===== src/rtl/fifo16_pkg.sv =====
// Shared constants for the 16-deep FIFO controller and its port arbiter.
package fifo16_pkg;
  localparam int DATA_W  = 16;
  localparam int ADDR_W  = 4;
  localparam int DEPTH   = 16;
  localparam int COUNT_W = 5;

  // Encoding of the RAM16 rw pin.
  localparam logic RW_WRITE = 1'b1;
  localparam logic RW_READ  = 1'b0;
endpackage


===== src/rtl/fifo16_port_arb.sv =====
// Single-port arbiter: decides whether this cycle's RAM access is a write
// (push) or a read (refill of the output stage). On a contest the side that
// did not get the previous grant wins, so simultaneous push/pop alternates.
module fifo16_port_arb (
  input  logic rd_req,
  input  logic full,
  input  logic wr_valid,
  input  logic last_wr,
  output logic wr_ready,
  output logic do_wr,
  output logic do_rd
);

  // wr_ready is independent of wr_valid so producers may wait on it.
  always_comb begin
    wr_ready = !full && !(rd_req && last_wr);
    do_wr    = wr_valid && wr_ready;
    do_rd    = rd_req && !do_wr;
  end

endmodule


===== src/rtl/fifo16_ctrl.sv =====
// 16-word FIFO controller driving a single-port RAM16, with a one-word
// registered output stage (17 words total).
// Handshakes: a push transfers when wr_valid && wr_ready, a pop when
// rd_valid && rd_ready; neither ready depends on its own valid.
module fifo16_ctrl #(
  parameter int DATA_W = 16,
  parameter int ADDR_W = 4
) (
  input  logic              clk,
  input  logic              rst_n,
  input  logic              wr_valid,
  output logic              wr_ready,
  input  logic [DATA_W-1:0] wr_data,
  output logic              rd_valid,
  input  logic              rd_ready,
  output logic [DATA_W-1:0] rd_data,
  output logic [4:0]        count,
  output logic              full,
  output logic              empty,
  output logic              ram_en,
  output logic              ram_rw,
  output logic [ADDR_W-1:0] ram_addr,
  output logic [DATA_W-1:0] ram_in,
  input  logic [DATA_W-1:0] ram_out
);
  import fifo16_pkg::*;

  logic [ADDR_W-1:0]  wptr;
  logic [ADDR_W-1:0]  rptr;
  logic [COUNT_W-1:0] ram_count;
  logic               last_wr;
  logic               rd_req;
  logic               do_wr;
  logic               do_rd;
  logic               pop;

  // Refill the output stage whenever RAM holds data and the stage is free
  // or being emptied this cycle.
  always_comb begin
    full   = (ram_count == COUNT_W'(DEPTH));
    empty  = (ram_count == '0) && !rd_valid;
    count  = ram_count + {{(COUNT_W-1){1'b0}}, rd_valid};
    rd_req = (ram_count != '0) && (!rd_valid || rd_ready);
    pop    = rd_valid && rd_ready;
  end

  fifo16_port_arb u_arb (
    .rd_req   (rd_req),
    .full     (full),
    .wr_valid (wr_valid),
    .last_wr  (last_wr),
    .wr_ready (wr_ready),
    .do_wr    (do_wr),
    .do_rd    (do_rd)
  );

  // RAM port drive; address idles on wptr when there is no access.
  always_comb begin
    ram_en   = do_wr || do_rd;
    ram_rw   = do_wr ? RW_WRITE : RW_READ;
    ram_addr = do_rd ? rptr : wptr;
    ram_in   = wr_data;
  end

  // Pointers, occupancy and arbitration history.
  always_ff @(posedge clk or negedge rst_n) begin
    if (!rst_n) begin
      wptr      <= '0;
      rptr      <= '0;
      ram_count <= '0;
      last_wr   <= 1'b0;
    end else begin
      if (do_wr) begin
        wptr      <= wptr + ADDR_W'(1);
        ram_count <= ram_count + COUNT_W'(1);
        last_wr   <= 1'b1;
      end else if (do_rd) begin
        rptr      <= rptr + ADDR_W'(1);
        ram_count <= ram_count - COUNT_W'(1);
        last_wr   <= 1'b0;
      end
    end
  end

  // Output stage: load from RAM on a read, drop valid on a pop with no
  // refill; rd_data keeps its stale value when invalid.
  always_ff @(posedge clk or negedge rst_n) begin
    if (!rst_n) begin
      rd_valid <= 1'b0;
      rd_data  <= '0;
    end else if (do_rd) begin
      rd_valid <= 1'b1;
      rd_data  <= ram_out;
    end else if (pop) begin
      rd_valid <= 1'b0;
    end
  end

endmodule


===== config.mk =====
export PLATFORM = sky130hd
export DESIGN_NAME = fifo16_ctrl
export DESIGN_NICKNAME = d
export VERILOG_FILES = /design/src/rtl/fifo16_pkg.sv /design/src/rtl/fifo16_port_arb.sv /design/src/rtl/fifo16_ctrl.sv
export SDC_FILE = /design/constraint.sdc
export NUM_CORES = 1
export LEC_CHECK = 0
export ABC_CLOCK_PERIOD_IN_PS = 5400
export CORE_ASPECT_RATIO = 1.5
export CORE_MARGIN = 4
export CORE_UTILIZATION = 25
export DETAILED_ROUTE_END_ITERATION = 8
export PLACE_DENSITY = 0.63
export SKIP_CTS_REPAIR_TIMING = 1
export SLEW_MARGIN = 40
export SYNTH_ARGS = -nofsm -noshare
export SYNTH_HDL_FRONTEND = slang
export SYNTH_SLANG_ARGS = --single-unit

===== constraint.sdc =====
create_clock -name clk -period 5.4 [get_ports clk]
set_input_delay 1.62 -clock clk [delete_from_list [all_inputs] [get_ports clk]]
set_output_delay 1.62 -clock clk [all_outputs]
set_load 0.005 [all_outputs]

==> summary.txt, run 1 <==
Logic synthesis
  – Post-synthesis average cell area: 13.1 um2
  – Cells after Synth: 134
  – Post-synth top area share: 0.442
  – Biggest area consumer among synthesized cells: dfrtp_1
  – Post-Syn Nets: 178
  – Synthesized cell area: 0.00175 mm2
  – Synth Flop Type: dfrtp_1
  – Post-synth EDFFs: 0
  – FFs w/ async S/R, synth: 1.00
  – Distinct cells, synth: 35
  – #FFs+latches synth: 31
  – Synth top area cells: dfrtp_1 44%, mux2_4 18%, buf_4 6.8%
  – Seq/Total Area, Yosys: 0.442
  – Warnings, synthesis: 0

Timing
  – Final Cycle Share: 0.944
  – Final Critical Period: 5.10 ns
  – Worst Tran Pin Value: 0.538 ns
  – Count of final hold-check violations: 0
  – Worst relative slew slack: 0.638
  – RSZ-0062 raised after global routing: no
  – Fmax: 196 MHz
  – Max-slew violations: 0
  – Finish-stage setup viols: 0
  – Clk_skew: 0.00364 ns
  – Sum Neg Setup Slack: 0 ns

Finish
  – Share of post-route cells with drive strength above 1: 0.226
  – Filler-free cell count of the finished design: 255
  – Commonest non-fill, non-tap cells in the layout: 50 x clkdlybuf4s50_1, 31 x dfrtp_1, 21 x mux2_4
  – Design area: 0.00233 mm2
  – Commonest non-fill, non-tap cell in the layout: clkdlybuf4s50_1
  – Final #Nets: 220
  – Area delta synth->final: 32.8%
  – ANT cells: 0

Clock network
  – CTS HTree Levels: 2
  – Clock latency at the later pin of the worst-skew pair: 0.27 ns
  – CTS buffer count: 5
  – CTS tree: built
  – Sink Count: 31
  – Clock Tree Buf Depth: 2
  – Clock tree root buffer cell: clkbuf_8
  – CTS clk-pin slew, worst paths: 0.06 ns

Pwr
  – Int Power: 963 uW
  – Sequential share of power: 0.331
  – Max rail drop VDD: 0.000118 V
  – Combinational share of power: 0.550
  – Switch Pwr: 465 uW
  – Clock power share: 0.119
  – Net Sw Frac: 0.326
  – Pleak: 0.00102 uW
  – PwrDens: 613 mW/mm2

Run status
  – Status: complete, no violations

Die
  – I/O Pins: 83
  – Total Die Area: 0.00845 mm2
  – Die width: 76.4 um
  – Starting Density: 0.256
  – Row count: 37
  – Die height: 111 um
  – Core Area: 0.00685 mm2

Worst hold path
  – Hold Crit Endpoint: rptr[3]$_DFFE_PN0P_
  – Hold path startpoint: rptr[3]$_DFFE_PN0P_
  – Hold Crit Class: reg2reg
  – Hold path cells: 1

Worst setup path
  – CP arrival: 3.48 ns
  – Flop2flop setup slack: 2.17 ns
  – Cell mode on critical path: clkdlybuf4s50_1
  – CP Launch Type: input port
  – R2R cell count: 9
  – CP Class: in2out
  – Slowest stage delay, CP: 0.46 ns
  – Buf+Inv Stages, Crit Path: 2
  – Crit-path leading delay family: buffers and inverters
  – Crit path required time: 3.78 ns
  – Cell Chain, Critical Path: clkdlybuf4s50_1, nand2b_1, o21ai_4, nor2_4, mux2_4, clkdlybuf4s50_1
  – Crit path max-delay cell type: clkdlybuf4s50_1
  – Critical R2R Launch: ram_count[2]$_DFFE_PN0P_
  – Crit. End Element: output port
  – FF-to-FF End: ram_count[4]$_DFFE_PN0P_
  – Crit Path Max Fanout: 6

Placement
  – Post-detail-place hpwl: 2790 um
  – Post-Place Cells: 247
  – GPL Wtd Cong: 0.767
  – Buffers on Ports: 50
  – Placed cell areas: 0.00225 mm2

GRT
  – Largest net degree at the start of global routing: 32
  – Overflow after GRT: 0
  – GRT Util Overall: 0.0878
  – Initial antenna violation count: 0
  – Vias in the first global route: 1225
  – First-pass GRT wire length: 5890 um

Drt
  – DRT Pass-1 Iters: 4
  – Routed len/inst: 14.1 um
  – Residual DRC: 0
  – Via Count: 1138
  – Final WL: 3600 um
  – Routed Antenna Nets: 0
  – DRT iter0 DRCs: 45
  – Vias per cell: 4.46

Job
  – Max-cap violations: 0
## kinds of logic (layout without fill, tap and decap cells)
group                    Yosys count  in the layout  share of synthesized area
multiplexers                      25             25                      0.205
AND/OR/NAND/NOR                   21             21                     0.0678
adder cells (fa/ha/maj)            8              8                     0.0613
AO/OA/AOI/OAI                     14             14                     0.0699
flip-flops                        31             31                      0.442
buffers and inverters             23             66                     0.0934
XOR/XNOR                          12             12                     0.0599
## cell usage after synthesis, types with 2 or more instances
cell type and count:
dfrtp_1 31, nor2_1 2, buf_4 16, buf_2 2
xnor2_1 6, mux2_4 21, a21oi_1 2, nand3_1 5
mux2_1 4, nor3_1 2, buf_6 2, or4_1 2
ha_1 7, nand2b_1 3, inv_1 2, a21o_1 3
xor2_1 6
## metal layers
| metal | track usage | routed length [um] | part of all wire |
|---|---|---|---|
| met4 | 0.0459 | 96 | 0.027 |
| met2 | 0.149 | 1770 | 0.49 |
| met3 | 0.0359 | 274 | 0.076 |
| met1 | 0.0924 | 1470 | 0.41 |
| met5 | 0 | 0 | 0 |
## registers in the layout, indices dropped and copies added (netlist names)
register   flops
last_wr        1
ram_count      5
rd_data       16
rd_valid       1
rptr           4
wptr           4
## worst register-to-register path, cell delays in order (launching register included)
cell and delay, ns:
dfrtp_1 0.46, or4_1 0.73, o211ai_4 0.31, nand2_2 0.10, buf_4 0.18, fa_1 0.45
a21o_1 0.21, a21o_1 0.19, or4_1 0.41, o2111ai_1 0.11
## final cells by class
cell class,instances,area [um2]
inverters,2,7.51
flip-flops and latches,31,776
repair buffers,56,546
well taps,78,97.6
clock buffers,5,68.8
clock inverters,3,15.0
fillers,688,4520
multi-input cells,80,820
## per-stage QoR
stage	power, uW	hold WS, ns	setup WS, ns	util
after floorplan	926	0.442	1.09	-
after global placement	1260	0.457	0.316	0.328
after detailed placement	1280	0.473	0.295	0.328
after CTS	1460	0.484	0.284	0.340
after global routing	1540	0.497	0.201	0.340
final	1430	0.475	0.300	0.340
## power by group through the flow
stage	registers (uW)	clock network (uW)	logic, uW
2_1_floorplan	444	0	482
3_3_place_gp	475	0	788
3_5_place_dp	477	0	800
4_1_cts	474	180	804
5_1_grt	489	194	859
6_report	473	170	785
## worst max path at each step
stage                        endpoint  cells after the start     start  slack [ns]
after detailed placement  ram_addr[3]                      6  rd_ready        0.29
after global placement    ram_addr[3]                      6  rd_ready        0.32
after global routing      ram_addr[1]                      6  rd_ready        0.20
final                     ram_addr[3]                      6  rd_ready        0.30
after floorplan           ram_addr[0]                      5  rd_ready        1.09
after CTS                 ram_addr[3]                      6  rd_ready        0.28
Note: power is estimated with default switching activity, not from simulation.
==> run 2, diff against run 1 <==
--- a/config.mk
+++ b/config.mk
@@ -5,7 +5,6 @@
 export SDC_FILE = /design/constraint.sdc
 export NUM_CORES = 1
 export LEC_CHECK = 0
-export ABC_CLOCK_PERIOD_IN_PS = 5400
 export CORE_ASPECT_RATIO = 1.5
 export CORE_MARGIN = 4
 export CORE_UTILIZATION = 25
==> results of run 2 <==
Same layout as run 1: the final DEF is identical, and so are final timing and power.
